==> config.mk <==
export PLATFORM = sky130hd
export DESIGN_NAME = fm_modulator
export DESIGN_NICKNAME = d
export VERILOG_FILES = /design/src/rtl/fm_tx_pkg.sv /design/src/rtl/dds.sv /design/src/rtl/fm_modulator.sv
export SDC_FILE = /design/constraint.sdc
export NUM_CORES = 1
export LEC_CHECK = 0
export BUFFER_PORTS_ARGS = -buffer_cell sky130_fd_sc_hd__buf_2
export CORE_ASPECT_RATIO = 0.75
export CORE_MARGIN = 1.5
export CORE_UTILIZATION = 40
export DETAILED_ROUTE_END_ITERATION = 8
export MAX_ROUTING_LAYER = met4
export PLACE_DENSITY_LB_ADDON = 0.08
export SLEW_MARGIN = 5
export SYNTH_ARGS = -nofsm -noshare
export SYNTH_HDL_FRONTEND = slang
export SYNTH_SLANG_ARGS = --single-unit
export TNS_END_PERCENT = 1
==> constraint.sdc <==
create_clock -name clk -period 5.35 [get_ports clk]
set_input_delay 0.535 -clock clk [delete_from_list [all_inputs] [get_ports clk]]
set_output_delay 0.535 -clock clk [all_outputs]
set_load 0.02 [all_outputs]
==> src/rtl/fm_tx_pkg.sv <==
// Shared types and sizing helpers for the FM transmit core.
package fm_tx_pkg;
  localparam int AUDIO_W = 16;

  typedef enum logic [1:0] {IDLE, PRIME, RUN} state_t;

  // Accumulator must hold audio*M: 16-bit signed sample widened by one bit plus log2(M).
  function automatic int acc_width(input int m);
    return 17 + $clog2(m);
  endfunction
endpackage

==> src/rtl/dds.sv <==
// Plain phase accumulator; phase advances by K every clock, cleared by reset.
module dds #(
  parameter int width_dds = 32
) (
  input  logic                 clk,
  input  logic                 reset,
  input  logic [width_dds-1:0] K,
  output logic [width_dds-1:0] phase
);
  always_ff @(posedge clk) begin
    if (!reset) phase <= '0;
    else        phase <= phase + K;
  end
endmodule

==> src/rtl/fm_modulator.sv <==
// FM transmitter: first-order-hold interpolation of audio by M driving a DDS
// whose frequency word is K plus the scaled interpolated audio.
module fm_modulator
  import fm_tx_pkg::*;
#(
  parameter int width_dds = 32,
  parameter int M         = 7500,
  parameter int dev_shift = 0
) (
  input  logic                       clk,
  input  logic                       reset,
  input  logic                       enable,
  input  logic [width_dds-1:0]       K,
  input  logic signed [AUDIO_W-1:0]  audio,
  input  logic                       audio_valid,
  output logic                       audio_ready,
  output logic                       rf,
  output logic [width_dds-1:0]       phase,
  output logic                       underrun
);
  localparam int ACC_W = acc_width(M);
  localparam int CNT_W = (M > 1) ? $clog2(M) : 1;
  localparam logic [CNT_W-1:0] CNT_LAST = CNT_W'(M - 1);

  state_t                     r_state, w_next;
  logic [CNT_W-1:0]           r_cnt;
  logic signed [AUDIO_W-1:0]  r_cur;
  logic signed [AUDIO_W:0]    r_delta;
  logic signed [ACC_W-1:0]    r_acc;
  logic                       r_underrun, r_rf;

  logic                       w_clr, w_take, w_boundary;
  logic signed [AUDIO_W:0]    w_diff;
  logic signed [width_dds-1:0] w_offset;
  logic [width_dds-1:0]       w_freq, w_phase;

  // IDLE, disable and reset all collapse to the same clear path.
  assign w_clr      = !reset || !enable || (r_state == IDLE);
  assign w_boundary = (r_state == RUN) && (r_cnt == CNT_LAST);
  assign w_take     = enable && audio_valid && audio_ready;
  assign w_diff     = (AUDIO_W+1)'(audio) - (AUDIO_W+1)'(r_cur);

  always_ff @(posedge clk) begin
    if (!reset) r_state <= IDLE;
    else        r_state <= w_next;
  end

  always_comb begin
    w_next = r_state;
    if (!enable) w_next = IDLE;
    else begin
      case (r_state)
        IDLE:    w_next = PRIME;
        PRIME:   if (audio_valid) w_next = RUN;
        RUN:     w_next = RUN;
        default: w_next = IDLE;
      endcase
    end
  end

  always_comb begin
    audio_ready = (r_state == PRIME) || w_boundary;
  end

  always_ff @(posedge clk) begin
    if (w_clr) begin
      r_cnt      <= '0;
      r_cur      <= '0;
      r_delta    <= '0;
      r_acc      <= '0;
      r_underrun <= 1'b0;
    end else begin
      case (r_state)
        PRIME: if (w_take) begin
          r_delta <= w_diff;
          r_cur   <= audio;
          r_cnt   <= '0;
        end
        RUN: begin
          r_acc <= r_acc + ACC_W'(r_delta);
          if (w_boundary) begin
            r_cnt <= '0;
            if (w_take) begin
              r_delta <= w_diff;
              r_cur   <= audio;
            end else begin
              // Missing sample: freeze the slope so acc settles at cur*M.
              r_delta    <= '0;
              r_underrun <= 1'b1;
            end
          end else begin
            r_cnt <= r_cnt + CNT_W'(1);
          end
        end
        default: ;
      endcase
    end
  end

  assign w_offset = (r_state == RUN) ? (width_dds'(r_acc) <<< dev_shift) : '0;
  assign w_freq   = K + w_offset;

  dds #(.width_dds(width_dds)) u_dds (
    .clk   (clk),
    .reset (!w_clr),
    .K     (w_freq),
    .phase (w_phase)
  );

  always_ff @(posedge clk) begin
    if (w_clr) r_rf <= 1'b0;
    else       r_rf <= w_phase[width_dds-1];
  end

  assign phase    = w_phase;
  assign rf       = r_rf;
  assign underrun = r_underrun;
endmodule

==> results.json <==
{
  "status": "completed",
  "met3_usage": 0.0336,
  "synth_ff_type": "dfxtp_1",
  "synth_compound_area_frac": 0.211,
  "finalWirelength_um": 21700,
  "cts_buffer_depth": 2,
  "clock_latency_ps": 360,
  "numCtsBuffers": 9,
  "drt_iter0_markers": 469,
  "synth-seq-cells": 112,
  "crit_required_ps": 5570,
  "start_util": 0.406,
  "clkTransAtPathRegs_ps": 80,
  "yosys_warnings": 0,
  "diodes": 0,
  "antenna_found_initial": 0,
  "area_delta_synth_final_pct": 10.9,
  "synth_seq_area_share": 0.263,
  "cts.sinks": 112,
  "worst_ep_arrival_time_ps": 4370,
  "grt_start_max_net_pins": 72,
  "htreeDepth": 3,
  "yosys-top-cells-area": "dfxtp_1 (26%), ha_1 (12%), fa_1 (8.0%), nor2_1 (4.9%), a21o_1 (4.2%)",
  "drv_cap": 0,
  "worst_slew_pin_slew_ps": 1060,
  "overflow": 0,
  "design_power_total_mw": 1.74,
  "setup_violations": 0,
  "vdd_ir_drop_max_uv": 122,
  "met2_usage": 0.285,
  "min_period_over_period": 0.776,
  "clock-root-buffer": "clkbuf_16",
  "cts_hold_buf": 0,
  "min_period_ps": 4150,
  "synth.avg_cell_area_um2": 8.51,
  "ios": 87,
  "busiest_layer": "met1",
  "via_count": 7204,
  "fin_skew_ps": 10.8,
  "dieArea_um2": 22200,
  "syn_area_um2": 8530,
  "die_w_um": 172,
  "use_met1": 0.323,
  "grt_pass1_vias": 6612,
  "routedWlPerCell_um": 16.1,
  "crit_type": "flop to flop",
  "synth_top_family_by_area": "compound AO/OA/AOI/OAI gates",
  "finalHoldViolCount": 0,
  "cts_tree": "built",
  "rows": 46,
  "drive_above_1_share": 0.116,
  "synthTopCellsByCount": "dfxtp_1 (112), nor2_1 (112), nand2_1 (83), ha_1 (80), a21oi_1 (66)",
  "power_leakage_nw": 4.16,
  "post_cts_resized": 0,
  "synth_edf_count": 0,
  "synth_area_leader_cell": "dfxtp_1",
  "die_y_um": 129,
  "ys_types": 73,
  "core_um2": 21000,
  "drc": 0,
  "min_path_type": "input pin to flop",
  "rsz0062_at_grt": "no",
  "syn_inst": 1002,
  "postCtsSetupBuffers": 0,
  "synthSimpleGateAreaFrac": 0.182,
  "relSlewSlack": 0.289,
  "critPathLaunchType": "flop",
  "async_flop_share": 0,
  "synth_xor_area_frac": 0.0698,
  "finalWeightedCongestion": 0.912,
  "max_freq_ghz": 0.241,
  "maxSlewViolCount": 0,
  "dr.pass1.iters": 5,
  "power.density_nw_per_um2": 184,
  "tns_ps": 0,
  "viasPerCell": 5.34,
  "hold_ws_ps": 437,
  "dp_hpwl_um": 16900,
  "synthesis.nets": 1168,
  "synthAdderAreaFrac": 0.197,
  "synth_top_cell_area_share": 0.263,
  "grt_util_all_layers": 0.211,
  "synth_mux_area_frac": 0.0412,
  "io_buffers": 86,
  "endpoint_kind": "flop",
  "grt_pass1_wl_um": 35400,
  "cp_max_fo": 44,
  "nNetsFinal": 1225,
  "ant_nets": 0
}
[per-stage QoR]
stage,util,cells,setup slack (ps),area (um2)
floorplan,-,1002,1340,8530
global placement,0.438,1336,1290,9190
detailed placement,0.438,1336,1210,9190
CTS,0.450,1350,1170,9460
global route,0.450,1350,884,9460
finish,0.450,1350,1200,9460
[cell usage in the layout (no fill, tap or decap), types with 12 or more instances in the layout]
cell type / count
mux2i_1: 34
a21oi_1: 66
nand4_1: 21
buf_2: 86
ha_1: 79
fa_1: 34
o21ai_0: 57
a21o_1: 48
nand2_1: 83
inv_1: 36
and2_1: 36
nand3_1: 18
o21bai_1: 12
nor2_1: 111
xnor2_1: 38
xor2_1: 30
dfxtp_1: 112
[worst paths after layout]
kind	from	endpoint	slack (ps)	cells past startpoint
max reg2reg	r_state[0]	u_dds.phase[29]	1200	14
min reg2reg	r_delta[6]	r_delta[6]	470	2
max	r_state[0]	u_dds.phase[29]	1200	14
min	audio[8]	r_cur[8]	440	3
[metal layers]
| metal | vias up | routed length [um] |
|---|---|---|
| li1 | 3686 | - |
| met1 | 3332 | 11900 |
| met2 | 169 | 8620 |
| met3 | 17 | 1020 |
| met4 | 0 | 206 |
| met5 | - | 0 |
[power by group]
part           total [mW]  internal [mW]  switching (mW)
clock               0.639          0.324           0.315
combinational       0.252         0.0995           0.152
sequential          0.847          0.840         0.00643
total                1.74           1.26           0.474
[critical path, cell delays in order (launching register included)]
cell,delay [ps]
dfxtp_1,320
inv_1,110
ha_2,360
buf_12,270
and2_1,180
fa_1,420
ha_1,420
and3_1,260
nand3_1,140
o31ai_4,260
o22ai_1,240
o41ai_2,590
a41oi_1,200
xor2_1,160
nor2_1,50
[registers in the layout (all words and copies together), names as in the netlist]
name	flops
r_acc	30
r_cnt	13
r_cur	16
r_delta	17
r_state	2
rf	1
u_dds.phase	32
underrun	1
[cells by family (layout without fill, tap and decap cells)]
family,Yosys count,in the layout
AND/OR/NAND/NOR,324,324
multiplexers,35,35
AO/OA/AOI/OAI,269,269
adder cells (fa/ha/maj),114,114
XOR/XNOR,68,68
flip-flops,112,112
buffers and inverters,80,140
[cell type report]
| cell class | instances | area [um2] |
|---|---|---|
| clock buffers | 11 | 243 |
| clock inverters | 3 | 20.0 |
| fillers | 2142 | 11600 |
| inverters | 36 | 135 |
| multi-input cells | 810 | 5980 |
| flip-flops and latches | 112 | 2240 |
| well taps | 288 | 360 |
| repair buffers | 90 | 473 |
Note: power is estimated with default switching activity, not from simulation.
